<file path="src/rtl/prbs_pkg.sv">
// Shared constants and types for the 32-bit PRBS checker.
package prbs_pkg;

  localparam int unsigned SEQ_LEN = 32;

  // Output-recurrence taps: b[n] = b[n-1]^b[n-3]^b[n-7]^b[n-8]^b[n-32]
  localparam int unsigned TAP_A = 1;
  localparam int unsigned TAP_B = 3;
  localparam int unsigned TAP_C = 7;
  localparam int unsigned TAP_D = 8;
  localparam int unsigned TAP_E = 32;

  typedef enum logic {
    SEARCH = 1'b0,
    LOCKED = 1'b1
  } prbs_state_t;

  // h[k] (bit k samples ago) lives at index k-1
  function automatic logic predict(input logic [SEQ_LEN-1:0] h);
    return h[TAP_A-1] ^ h[TAP_B-1] ^ h[TAP_C-1] ^ h[TAP_D-1] ^ h[TAP_E-1];
  endfunction

endpackage

</file>
<file path="src/rtl/prbs32_history.sv">
// Received-bit history with load select, next-bit prediction and lock-up detect.
module prbs32_history
  import prbs_pkg::*;
(
  input  logic clk,
  input  logic rst_n,
  input  logic shift_en,
  input  logic sel_pred,
  input  logic din,
  output logic pred,
  output logic hzero
);

  logic [SEQ_LEN-1:0] hist;

  assign pred  = predict(hist);
  assign hzero = (hist == '0);

  always_ff @(posedge clk or negedge rst_n) begin
    if (!rst_n) begin
      hist <= '0;
    end else if (shift_en) begin
      hist <= {hist[SEQ_LEN-2:0], (sel_pred ? pred : din)};
    end
  end

endmodule

</file>
<file path="config.mk">
export PLATFORM = sky130hd
export DESIGN_NAME = prbs32_history
export DESIGN_NICKNAME = d
export VERILOG_FILES = /design/src/rtl/prbs_pkg.sv /design/src/rtl/prbs32_history.sv
export SDC_FILE = /design/constraint.sdc
export NUM_CORES = 1
export LEC_CHECK = 0
export ABC_AREA = 0
export BUFFER_PORTS_ARGS = -buffer_cell sky130_fd_sc_hd__buf_2
export CELL_PAD_IN_SITES_DETAIL_PLACEMENT = 0
export CELL_PAD_IN_SITES_GLOBAL_PLACEMENT = 2
export CORE_MARGIN = 3
export CORE_UTILIZATION = 42
export DETAILED_ROUTE_END_ITERATION = 7
export GPL_TIMING_DRIVEN = 0
export PLACE_DENSITY_LB_ADDON = 0.1
export SYNTH_ARGS = -nofsm -noshare
export SYNTH_HDL_FRONTEND = slang
export SYNTH_SLANG_ARGS = --single-unit
export TNS_END_PERCENT = 30
</file>
<file path="constraint.sdc">
create_clock -name clk -period 1.39 [get_ports clk]
set_input_delay 0.139 -clock clk [delete_from_list [all_inputs] [get_ports clk]]
set_output_delay 0.139 -clock clk [all_outputs]
set_load 0.01 [all_outputs]
</file>
==> qor.csv <==
metric,value,unit
unrepaired setup endpoints after global routing,true,
Rows,19,
Max Freq,626.6,MHz
CTS Root Cell,clkbuf_4,
DRC,0,
Syn Inst Count,86,
"top cells by area, synth","dfrtp_1 (61%), mux2_2 (22%), mux2_1 (5.2%), nor4_1 (3.8%), xnor2_1 (2.7%)",
Max Clock Skew,0.007344,ns
gr ovfl total,0,
gpl congestion,0.7099,
Die Y,61.69,µm
Power Density,2183,nW/µm²
Yosys top cell area share,0.6148,
Worst Hold Path Cells,3,
gr usage total,0.1332,
Reg with most FFs,hist,
final worst-path cycle share,1.148,
fin crit period,1.596,ns
biggest regs,hist x32,
failing checks,setup timing,
n_diodes,0,
worst reg2reg path depth,5,
HP Class,primary input to register,
final hold slack,0.1264,ns
"Cell Area, Synth",1302,µm²
Final ANT Viol Nets,0,
endpoints failing setup,2,
vias in the first global route,722,
num ports,7,
Area Growth Syn to Fin,14.70,%
DRT Pass-1 Iters,4,
CP Max Fanout,3,
reg2reg end,hist[0],
CTS tree,yes,
Core ar.,2853,µm²
R2R Path Start,hist[7],
CP Launch Type,register,
Placed Area,1366,µm²
DR WL/cell,14.95,µm
Crit Path Category,register to output port,
Clock Sinks,32,
Syn. warnings,0,
worst-case vdd ir drop,1143,µV
global-route wire length before repair,3.353,mm
pre-CTS setup slack,0.04853,ns
# nets final,106,
Synth area leader,dfrtp_1,
Die Footprint,3806,µm²
status,finished with violations,
register bit total from synthesis,32,
setup ws final,-0.2060,ns
Pins Over Slew Limit,0,
CP endpoint kind,output port,
via total after detailed routing,720,
largest net degree at the start of global routing,33,
worst reg2reg setup slack,0.08,ns
hold_sp,sel_pred,
"commonest non-fill, non-tap cells in the layout","dfrtp_1 (28), mux2_2 (25), buf_2 (8)",
worst endpoint required time,1.25,ns
Mapped Avg Cell Area,15.15,µm²
layout cell share with drive strength beyond 1,0.5050,
cts bufs inserted,5,
PortBufs,5,
max reg flops,32,
worst slew pin tran,0.7054,ns
clk_lat worst skew,0.33,ns
Starting Density,0.4566,
Hold Path End,hist[0],
max-cap violation count,0,
DRT iter0 DRCs,14,
"Data arrival, critical path",1.46,ns
DP Wirelength,1.300,mm
routed wire length,1.973,mm
"most common cell after layout, fill and taps aside",dfrtp_1,
Unique masters post-synth,13,
"Hold Vio Cnt, Final",0,
H-tree depth,2,
Clock Tree Buf Depth,2,
setup_tns,-0.3940,ns
die extent in x,61.69,µm
initial antenna violation count,0,
"Reg clk slew, reported paths",0.09,ns
Vias per Instance,5.455,
register area share after synthesis,0.6148,
syn_nets,91,
LEAKAGE,0.0006138,µW
Layout Cell Area excl Fill,1494,µm²
Rel. slew slack,0.5297,
logic make-up after synthesis:
group | share of synthesized area
flops | 0.6148
mux | 0.2680
simple gates | 0.05379
xor+xnor | 0.02689
buf+inv | 0.01440
compound gates | 0.02210
where the power goes:
group	leakage [µW]	total (µW)	switching [µW]	internal, µW
combinational	0.000215	998	337	661
sequential	0.000371	1790	412	1380
clock	0.0000281	473	287	186
total	0.000614	3260	1040	2220
through the flow:
step,total power [µW],std cells,util
final,3261,132,0.5237
after global routing,3515,132,0.5237
after CTS,3173,131,0.5057
after detailed placement,2580,122,0.4789
after global placement,2557,122,0.4789
after floorplan,2324,86,-
critical path: stages, from the launching register on:
cell     delay (ns)
dfrtp_2        0.45
xnor2_1        0.25
xnor2_2        0.16
xnor2_1        0.13
buf_2          0.14
what timing repair did:
item,CTS,global route
resized for setup,2,9
endpoints found under the hold margin,32,0
buffers inserted,1,1
pin swaps,4,3
hold buffers,1,0
setup endpoints to repair,2,2
layer usage:
metal / global-route usage / wire [µm]
met1: 0.1622 / 966
met2: 0.1794 / 880
met3: 0.08471 / 111
met4: 0.07273 / 16
met5: 0 / 0
cells in the mapped netlist:
library cell  number
dfrtp_1           32
mux2_2            25
nor4_1             8
mux2_1             6
xnor2_1            4
buf_2              3
nand4_1            2
a21boi_1           1
a2bb2oi_2          1
clkbuf_1           1
nand2_1            1
nor2_1             1
o22ai_1            1
area by class of cell:
cell class	count	area (µm²)
plain buffers	4	18.77
flip-flops and latches	32	805.8
fillers	256	1359
clock inverters	1	5.005
repair buffers	8	50.05
clock buffers	6	41.29
well taps	31	38.79
multi-input cells	50	534.3
worst max path at each step:
stage                     depth (start not counted)  slack, ns  startpoint  endpoint
after floorplan                                   4       0.25     hist[6]   hist[0]
after global placement                            4       0.04     hist[0]     hzero
after detailed placement                          4       0.05     hist[0]     hzero
after CTS                                         4      -0.24    hist[31]     hzero
after global routing                              4      -0.31     hist[7]      pred
final                                             4      -0.21     hist[7]      pred
(Power assumes the default switching activity.)
